## src/rtl/fetch_queue.sv

```systemverilog
// Instruction prefetch queue: fetches sequentially from instruction memory into a
// circular buffer, stops on a halt word, and restarts from a redirect target.
module fetch_queue #(
   parameter int unsigned         PC_W      = 12,
   parameter int unsigned         INST_W    = 19,
   parameter int unsigned         DEPTH     = 4,
   parameter logic [PC_W-1:0]     RESET_PC  = '0,
   parameter logic [INST_W-1:0]   HALT_WORD = '1
) (
   input  logic                         clk,
   input  logic                         rst,
   output logic [PC_W-1:0]              imem_addr,
   input  logic [INST_W-1:0]            imem_data,
   input  logic                         redirect_valid,
   input  logic [PC_W-1:0]              redirect_pc,
   output logic                         out_valid,
   input  logic                         out_ready,
   output logic [INST_W-1:0]            out_inst,
   output logic [PC_W-1:0]              out_pc,
   output logic [PC_W-1:0]              out_pc_next,
   output logic [$clog2(DEPTH+1)-1:0]   level,
   output logic                         halted
);

   localparam int unsigned PTR_W = $clog2(DEPTH);
   localparam int unsigned LVL_W = $clog2(DEPTH + 1);

   typedef enum logic {S_FETCH, S_HALTED} state_t;

   state_t            state;
   logic [PC_W-1:0]   pc;
   logic [PTR_W-1:0]  rd_ptr;
   logic [PTR_W-1:0]  wr_ptr;
   logic [LVL_W-1:0]  count;
   logic              pop;
   logic              push;

   logic [PC_W-1:0]   pc_mem   [DEPTH];
   logic [INST_W-1:0] inst_mem [DEPTH];

   // A full queue may still accept a push in a cycle that also pops.
   assign out_valid = (count != '0);
   assign pop       = out_valid && out_ready;
   assign push      = (state == S_FETCH) && !redirect_valid &&
                      ((count < LVL_W'(DEPTH)) || pop);

   // Control state: redirect overrides push and pop in the same cycle.
   always_ff @(posedge clk or negedge rst) begin
      if (!rst) begin
         state  <= S_FETCH;
         pc     <= RESET_PC;
         rd_ptr <= '0;
         wr_ptr <= '0;
         count  <= '0;
      end else if (redirect_valid) begin
         state  <= S_FETCH;
         pc     <= redirect_pc;
         rd_ptr <= '0;
         wr_ptr <= '0;
         count  <= '0;
      end else begin
         case (state)
            S_FETCH:  if (push && (imem_data == HALT_WORD)) state <= S_HALTED;
            S_HALTED: state <= S_HALTED;
            default:  state <= S_FETCH;
         endcase
         if (push) begin
            wr_ptr <= wr_ptr + PTR_W'(1);
            pc     <= pc + PC_W'(1);
         end
         if (pop) rd_ptr <= rd_ptr + PTR_W'(1);
         if (push && !pop)      count <= count + LVL_W'(1);
         else if (pop && !push) count <= count - LVL_W'(1);
      end
   end

   // Entry storage carries no reset; validity is tracked by count.
   always_ff @(posedge clk) begin
      if (push) begin
         pc_mem[wr_ptr]   <= pc;
         inst_mem[wr_ptr] <= imem_data;
      end
   end

   assign imem_addr   = pc;
   assign level       = count;
   assign halted      = (state == S_HALTED);
   assign out_inst    = out_valid ? inst_mem[rd_ptr] : '0;
   assign out_pc      = out_valid ? pc_mem[rd_ptr] : '0;
   assign out_pc_next = out_valid ? (pc_mem[rd_ptr] + PC_W'(1)) : '0;

endmodule

```

## config.mk

```make
export PLATFORM = sky130hd
export DESIGN_NAME = fetch_queue
export DESIGN_NICKNAME = d
export VERILOG_FILES = /design/src/rtl/fetch_queue.sv
export SDC_FILE = /design/constraint.sdc
export NUM_CORES = 1
export LEC_CHECK = 0
export ABC_AREA = 1
export CAP_MARGIN = 20
export CORE_ASPECT_RATIO = 1.1
export CORE_MARGIN = 2
export CORE_UTILIZATION = 55
export DETAILED_ROUTE_END_ITERATION = 16
export PLACE_DENSITY = 0.91
export SYNTH_ARGS = -nofsm -noshare
export SYNTH_HDL_FRONTEND = slang
export SYNTH_SLANG_ARGS = --single-unit
```

## constraint.sdc

```tcl
create_clock -name clk -period 4.7 [get_ports clk]
set_input_delay 0.47 -clock clk [delete_from_list [all_inputs] [get_ports clk]]
set_output_delay 0.47 -clock clk [all_outputs]
set_load 0.01 [all_outputs]
```

==> results_dict.tcl, run 1 <==
set metrics [dict create \
    p_leak_nw 3.06 \
    drtIter0Drc 551 \
    cp_slowest_stage_delay_ns 0.54 \
    layout_commonest_cell "edfxtp_1" \
    place_congestion 0.850 \
    setup_slack_ns 0.890 \
    grt_pass1_vias 4992 \
    cp-end-kind "output pin" \
    min_period_ns 3.81 \
    totalPowerFinal_w 0.00493 \
    reg2reg_depth 6 \
    dp_hpwl_um 9760 \
    power.switching_w 0.00167 \
    final_cell_mix "edfxtp_1 (124), nand2_1 (108), nor2_1 (104), clkdlybuf4s50_1 (94), o21ai_0 (51)" \
    drv_slew 0 \
    synth_nets 641 \
    vias 4999 \
    worstPathRequired_ns 4.23 \
    grt_max_degree 65 \
    crit_arrival_ns 3.34 \
    finalSetupTns_ns 0 \
    cts.sinks 144 \
    slew_headroom_pct 36.5 \
    power_density_nw_per_um2 612 \
    clkTransAtPathRegs_ns 0.06 \
    grt_first_pass_wirelength_um 25300 \
    route.detailed.drc 0 \
    cts_tree "yes" \
    syn_inst 599 \
    ys_warn_count 0 \
    rsz0062_at_grt "no" \
    critPathMaxFanout 36 \
    switching_share_pct 33.9 \
    crit_path_top_delay_cell "inv_2" \
    viasPerCell 5.83 \
    setup_viol_count_final 0 \
    cts_setup_buffers 0 \
    num_io_pins 95 \
    htreeDepth 4 \
    final_core_util_pct 70.7 \
    fin_nets 737 \
    drt_wl_total_um 16300 \
    finalCritPeriodShare_pct 81.1 \
    holdWs_ns 0.578 \
    min-delay-start "halted" \
    start_util_pct 56.2 \
    drv_cap 0 \
    status "completed" \
    holdCritPathClass "flip-flop to flip-flop" \
    cts_resized 0 \
    num_rows 41 \
    grtUsageTotal_pct 27.1 \
    max_freq_mhz 263 \
    peakVddDrop_v 0.000360 \
    wl_per_cell_um 19.0 \
    die_y_um 117 \
    whs_path_depth 2 \
    clockBufferDepth 2 \
    core-area_sq_um 11400 \
    pwr-share-comb_pct 36.7 \
    globalRouteMet2Util_pct 47.1 \
    startpoint_type "flip-flop" \
    synth_flop_cell "edfxtp_1" \
    cp_top_family "buffers and inverters" \
    seq_power_share_pct 36.3 \
    synth.distinct_cells 36 \
    clockPowerShare_pct 27.0 \
    r2r_end "inst_mem[0][14]" \
    cts_buffers 17 \
    path_cells "buf_4 -> inv_2 -> nand3_1 -> nand2_1 -> ha_1 -> inv_1 -> nor2_4 -> nand3_2 -> nor2_2 -> nand3_1 -> nand2_1 -> clkdlybuf4s50_1" \
    r2r-start "halted" \
    skew_ns 0.00676 \
    antenna_found_initial 0 \
    die_area_sq_um 12500 \
    cts_root_buf "clkbuf_16" \
    syn2layout_area_growth_pct 25.8 \
    busiest_layer "met2" \
    port_buffers 94 \
    pre_cts_ws_ns 1.38 \
    use_met1_pct 32.6 \
    synth_edf_count 124 \
    overflow 0 \
    drtAntennaViolNets 0 \
    layout-drive-gt1-share_pct 8.33 \
    reg2reg_slack_ns 2.32 \
    dr.pass1.iters 5 \
    ys_seq_area_share_pct 66.0 \
    ys_ff_latch 144 \
    worst-setup-path-type "flip-flop to output pin" \
    syn_area_sq_um 6400 \
    intPower_w 0.00326 \
    die_x_um 107 \
    cp_num_buf_inv 4 \
    syn_area_per_cell_sq_um 10.7 \
    hold_viol 0 \
    tightest_slew_ns 0.950 \
    use_met3_pct 6.26 \
    n_antenna_cell 0 \
    clk_latency_ns 0.42 \
    cts_hold_buf 0 \
    hold_end "halted" \
    synthArstFlopShare_pct 13.9 \
]
## tightest hold or removal path, stage by stage, from the launching register on
cell     delay, ns
dfrtp_1       0.39
inv_1         0.08
a21oi_1       0.07
## final cells by class
| type | count | area [sq um] |
|---|---|---|
| Clock buffer | 20 | 437 |
| Fill cell | 756 | 3330 |
| Tap cell | 150 | 188 |
| Multi-Input combinational cell | 384 | 1870 |
| Clock inverter | 12 | 143 |
| Timing Repair Buffer | 101 | 1010 |
| Inverter | 47 | 176 |
| Sequential cell | 144 | 4230 |
## power by group through the flow
stage	logic [W]	registers, W	clock network [W]
2_1_floorplan	0.000931	0.00177	0
3_3_place_gp	0.00167	0.00179	0
3_5_place_dp	0.00173	0.00180	0
4_1_cts	0.00177	0.00178	0.00133
5_1_grt	0.00196	0.00180	0.00138
6_report	0.00181	0.00179	0.00133
## through the flow
step,instance area [sq um],instances
3_3_place_gp,7450,825
5_1_grt,8050,858
2_1_floorplan,6400,599
4_1_cts,8030,857
6_report,8050,858
3_5_place_dp,7450,825
## synthesized netlist by cell type, types with 2 or more instances
library cell / count / area share (%)
o21ai_0: 51 / 4.0
nor2_1: 108 / 6.3
o22ai_1: 3 / 0.29
xor2_1: 5 / 0.68
nand2_2: 4 / 0.39
nor2_2: 2 / 0.20
clkbuf_1: 6 / 0.35
o21ai_1: 2 / 0.16
ha_1: 6 / 1.2
nand3_2: 2 / 0.31
buf_6: 3 / 0.53
edfxtp_1: 124 / 58
inv_2: 4 / 0.23
dfrtp_1: 20 / 7.8
nor2_4: 4 / 0.70
nand3_1: 28 / 2.2
o211ai_1: 10 / 1.2
nand4_1: 4 / 0.39
nor3_1: 2 / 0.16
xnor2_1: 2 / 0.27
nand2_1: 108 / 6.3
a21oi_1: 33 / 2.6
buf_2: 13 / 1.0
inv_1: 43 / 2.5
## state kept, by name (all words and copies together), names as in the netlist
signal and cells:
pc_mem 48, halted 1, rd_ptr 2, inst_mem 76, imem_addr 12, level 3, wr_ptr 2
## layer usage
layer / part of all wire (%) / wire (um)
met1: 38 / 6140
met2: 51 / 8370
met3: 8.1 / 1320
met4: 2.9 / 469
met5: 0 / 0
## worst max-delay path by stage
stage                    from  slack [ns]              end  cells past startpoint
2_1_floorplan  redirect_valid        1.87   inst_mem[0][0]                      6
3_3_place_gp        rd_ptr[1]        1.49  out_pc_next[10]                     12
3_5_place_dp        rd_ptr[1]        1.38  out_pc_next[10]                     12
4_1_cts             rd_ptr[1]        0.91  out_pc_next[10]                     12
5_1_grt             rd_ptr[1]        0.73  out_pc_next[10]                     12
6_report            rd_ptr[1]        0.89  out_pc_next[10]                     12
## cells by family after synthesis
family	Yosys count	synth area share (%)
AND/OR/NAND/NOR	265	17.5
XOR/XNOR	7	0.958
AO/OA/AOI/OAI	105	9.17
buffers and inverters	71	4.94
flip-flops	144	66.0
adder cells (fa/ha/maj)	7	1.49
No activity file was read; power rests on OpenSTA's default activity.
==> run 2: changes to the inputs <==
- CORE_UTILIZATION: 55 -> 54
- PLACE_DENSITY: 0.91 -> 0.9
- clock period: 4.7 -> 3.7 ns (I/O delays scaled with it)
==> results_dict.tcl, run 2 (synthesis results as in run 1) <==
set metrics [dict create \
    drtIter0Drc 583 \
    drv_cap 0 \
    grt_pass1_vias 4960 \
    crit_arrival_ns 3.02 \
    num_rows 41 \
    hold_viol 0 \
    route.detailed.drc 0 \
    clk_latency_ns 0.41 \
    dr.pass1.iters 5 \
    startpoint_type "flip-flop" \
    use_met1_pct 32.6 \
    start_util_pct 55.5 \
    grt_max_degree 51 \
    syn2layout_area_growth_pct 27.3 \
    place_congestion 0.817 \
    fillCellCount 747 \
    fin_nets 746 \
    power_density_nw_per_um2 778 \
    drt_wl_total_um 16200 \
    min_period_ns 3.39 \
    max_freq_mhz 295 \
    busiest_layer "met2" \
    skew_ns 0.00487 \
    drv_slew 0 \
    critPathMaxFanout 50 \
    layout_commonest_cell "edfxtp_1" \
    port_buffers 94 \
    die_area_sq_um 12700 \
    die_x_um 108 \
    regMostFlops "inst_mem" \
    n_antenna_cell 0 \
    vias 4974 \
    worstPathRequired_ns 3.33 \
    grtUsageTotal_pct 26.7 \
    overflow 0 \
    globalRouteMet2Util_pct 45.1 \
    cp-end-kind "output pin" \
    drtAntennaViolNets 0 \
    final_cell_mix "edfxtp_1 (124), nand2_1 (108), nor2_1 (104), clkdlybuf4s50_1 (94), o21ai_0 (51)" \
    worst-setup-path-type "flip-flop to output pin" \
    layout-drive-gt1-share_pct 9.78 \
    cts_buffers 17 \
    slew_headroom_pct 41.3 \
    cts_tree "yes" \
    p_leak_nw 3.11 \
    finalSetupTns_ns 0 \
    wl_per_cell_um 18.7 \
    status "completed" \
    setup_viol_count_final 0 \
    finalCritPeriodShare_pct 91.5 \
    htreeDepth 4 \
    cts_root_buf "clkbuf_16" \
    tightest_slew_ns 0.877 \
    largest_reg_flops 76 \
    pre_cts_ws_ns 0.820 \
    num_io_pins 95 \
    die_y_um 118 \
    antenna_found_initial 0 \
    viasPerCell 5.74 \
    cts.sinks 144 \
    setup_slack_ns 0.314 \
    holdCritPathClass "primary input to async pin" \
    grt_first_pass_wirelength_um 25800 \
    dp_hpwl_um 9810 \
    cts_hold_buf 0 \
    clockBufferDepth 2 \
    postPlaceCellArea_sq_um 7530 \
    use_met3_pct 7.67 \
    core-area_sq_um 11500 \
    clkTransAtPathRegs_ns 0.06 \
    rsz0062_at_grt "no" \
    holdWs_ns 0.455 \
    finalInstanceArea_sq_um 8150 \
    cts_resized 0 \
    cts_setup_buffers 0 \
    peakVddDrop_v 0.000413 \
]
run 2: changes by cell type in the layout (fill, tap and decap cells not counted), sizes merged:
cell and change:
buf +9, bufinv +1, clkbuf -3, clkinv -1, clkinvlp +1, inv +1
run 2: metrics by stage:
| stage | power [W] | util (%) | instances |
|---|---|---|---|
| after global routing | 0.00662 | 70.6 | 866 |
| after CTS | 0.00634 | 70.6 | 866 |
| after global placement | 0.00443 | 65.3 | 835 |
| final | 0.00634 | 70.6 | 866 |
| after detailed placement | 0.00454 | 65.3 | 835 |
| after floorplan | 0.00344 | - | 599 |
run 2: path summary, 6_finish.rpt:
check	slack, ns	to	cells past startpoint	start
worst max-delay path	0.31	out_pc_next[9]	10	rd_ptr[0]
worst min-delay path	0.46	imem_addr[0]	1	rst
worst max register to register	1.73	level[2]	9	level[2]
worst min register to register	0.59	halted	2	halted
max in group asynchronous	2.65	rd_ptr[0]	1	rst
min in group clk	0.52	imem_addr[1]	3	redirect_pc[1]
run 2: power by group:
group | switching [W] | leakage [nW] | total (W) | internal (W)
combinational | 0.00129 | 1.44 | 0.00228 | 0.000997
clock | 0.000653 | 0.293 | 0.00178 | 0.00112
sequential | 0.000190 | 1.38 | 0.00228 | 0.00209
total | 0.00213 | 3.11 | 0.00634 | 0.00421
run 2: worst max-delay path, cell delays in order (launching register included):
cell	delay, ns
dfrtp_2	0.56
buf_4	0.53
nand2_1	0.09
nand3_1	0.10
nand2_1	0.14
nor2_4	0.19
nand2_2	0.09
nor2_4	0.13
a21oi_1	0.09
nor2_1	0.12
clkdlybuf4s50_1	0.54
run 2: layout make-up:
class | count | area [sq um] | area share, %
inverter | 47 | 176 | 2.16
clock inverter | 14 | 191 | 2.35
multi-input combinational | 384 | 1870 | 23.0
tap | 150 | 188 | 2.30
clock buffer | 17 | 425 | 5.22
sequential | 144 | 4230 | 51.8
timing repair buffer | 110 | 1070 | 13.2
run 2: layer usage:
metal  part of all wire (%)  routed length [um]
met3                    9.3                1500
met2                     52                8370
met5                      0                   0
met1                     36                5890
met4                    2.5                 406
==> run 3: changes to the inputs <==
- CORE_MARGIN: 2 -> default
==> results_dict.tcl, run 3 (synthesis results as in run 1) <==
set metrics [dict create \
    status "completed" \
    die_y_um 116 \
    holdWs_ns 0.230 \
    drtAntennaViolNets 0 \
    finalInstanceArea_sq_um 8150 \
    drtIter0Drc 367 \
    rsz0062_at_grt "no" \
    dp_hpwl_um 9630 \
    critPathMaxFanout 60 \
    grtUsageTotal_pct 27.5 \
    layout-drive-gt1-share_pct 8.95 \
    cts_resized 0 \
    worst-setup-path-type "flip-flop to output pin" \
    num_rows 41 \
    setup_viol_count_final 0 \
    r2r_end "pc_mem[2][7]" \
    hold_viol 0 \
    fin_nets 744 \
    place_congestion 0.842 \
    syn2layout_area_growth_pct 27.3 \
    final_cell_mix "edfxtp_1 (124), nand2_1 (108), nor2_1 (104), clkdlybuf4s50_1 (94), o21ai_0 (51)" \
    worstPathRequired_ns 3.33 \
    power_density_nw_per_um2 777 \
    cp-end-kind "output pin" \
    start_util_pct 55.7 \
    finalSetupTns_ns 0 \
    peakVddDrop_v 0.000443 \
    min_period_ns 3.48 \
    cts_tree "yes" \
    core-area_sq_um 11500 \
    crit_start "rd_ptr[0]" \
    vias 5016 \
    r2r-start "halted" \
    holdCritPathClass "primary input to async pin" \
    grt_max_degree 61 \
    port_buffers 94 \
    fillCellCount 750 \
    cts_setup_buffers 0 \
    clkTransAtPathRegs_ns 0.06 \
    tightest_slew_ns 0.566 \
    overflow 0 \
    drt_wl_total_um 16200 \
    wl_per_cell_um 18.7 \
    htreeDepth 4 \
    slew_headroom_pct 62.3 \
    drv_slew 0 \
    max_freq_mhz 287 \
    final_core_util_pct 70.9 \
    die_x_um 106 \
    route.detailed.drc 0 \
    p_leak_nw 3.11 \
    clk_latency_ns 0.42 \
    num_io_pins 95 \
    seq_area_sq_um 4230 \
    finalCritPeriodShare_pct 94.1 \
    n_antenna_cell 0 \
    switching_share_pct 33.1 \
    largest_reg_flops 76 \
    viasPerCell 5.80 \
    cts.sinks 144 \
    skew_ns 0.00999 \
    drv_cap 0 \
    clockPowerShare_pct 27.7 \
    multi_input_area_sq_um 1870 \
    clockBufferDepth 2 \
    layout_commonest_cell "edfxtp_1" \
    seq_power_share_pct 35.9 \
    cts_hold_buf 0 \
    crit_arrival_ns 3.11 \
    startpoint_type "flip-flop" \
    grt_pass1_vias 5055 \
    pwr-share-comb_pct 36.4 \
    reg2reg_depth 6 \
    die_area_sq_um 12300 \
    totalPowerFinal_w 0.00633 \
    intPower_w 0.00424 \
    cts_buffers 17 \
    power.switching_w 0.00209 \
    reg2reg_slack_ns 1.64 \
    cts_root_buf "clkbuf_16" \
    grt_first_pass_wirelength_um 25100 \
    dr.pass1.iters 5 \
    antenna_found_initial 0 \
    postPlaceCellArea_sq_um 7520 \
    regMostFlops "inst_mem" \
]
## run 3: stage by stage
| step | worst slack [ns] | cells |
|---|---|---|
| after floorplan | 0.966 | 599 |
| after global placement | 0.842 | 832 |
| after detailed placement | 0.702 | 832 |
| after CTS | 0.224 | 864 |
| after global routing | 0.0424 | 865 |
| final | 0.218 | 865 |
## run 3: power groups by stage
| stage | clock network (W) | logic, W | registers [W] |
|---|---|---|---|
| 2_1_floorplan | 0 | 0.00118 | 0.00225 |
| 3_3_place_gp | 0 | 0.00217 | 0.00227 |
| 3_5_place_dp | 0 | 0.00225 | 0.00229 |
| 4_1_cts | 0.00176 | 0.00229 | 0.00227 |
| 5_1_grt | 0.00182 | 0.00249 | 0.00230 |
| 6_report | 0.00175 | 0.00231 | 0.00227 |
## run 3: critical path: stages (launching register included)
cell and delay (ns):
dfrtp_2 0.54, inv_2 0.11, buf_4 0.48, nand2_1 0.16
nand2_1 0.11, nand2_1 0.07, nand2_1 0.15, nand3_4 0.13
nor2_4 0.18, a21oi_1 0.09, nor2_1 0.12, clkdlybuf4s50_1 0.54
## run 3: how the worst max path moves through the flow
stage / endpoint / cells after the start
after floorplan: inst_mem[0][0] / 6
after global placement: out_pc_next[7] / 11
after detailed placement: out_pc_next[11] / 11
after CTS: out_pc_next[11] / 11
after global routing: out_pc_next[11] / 11
final: out_pc_next[11] / 11
## run 3: cell type report
| type | instances | area share [%] |
|---|---|---|
| Tap cell | 150 | 2.30 |
| Sequential cell | 144 | 51.8 |
| Clock inverter | 6 | 1.26 |
| Inverter | 47 | 2.16 |
| Multi-Input combinational cell | 384 | 23.0 |
| Timing Repair Buffer | 108 | 13.2 |
| Clock buffer | 26 | 6.25 |
## run 3: metal layers
metal  vias to the layer above  track usage (%)  routed length [um]
met2                       282             48.1                8260
met5                         -                0                   0
li1                       2254                -                   -
met3                        58             5.25                1110
met4                         0             15.3                 584
met1                      2422             32.4                6210
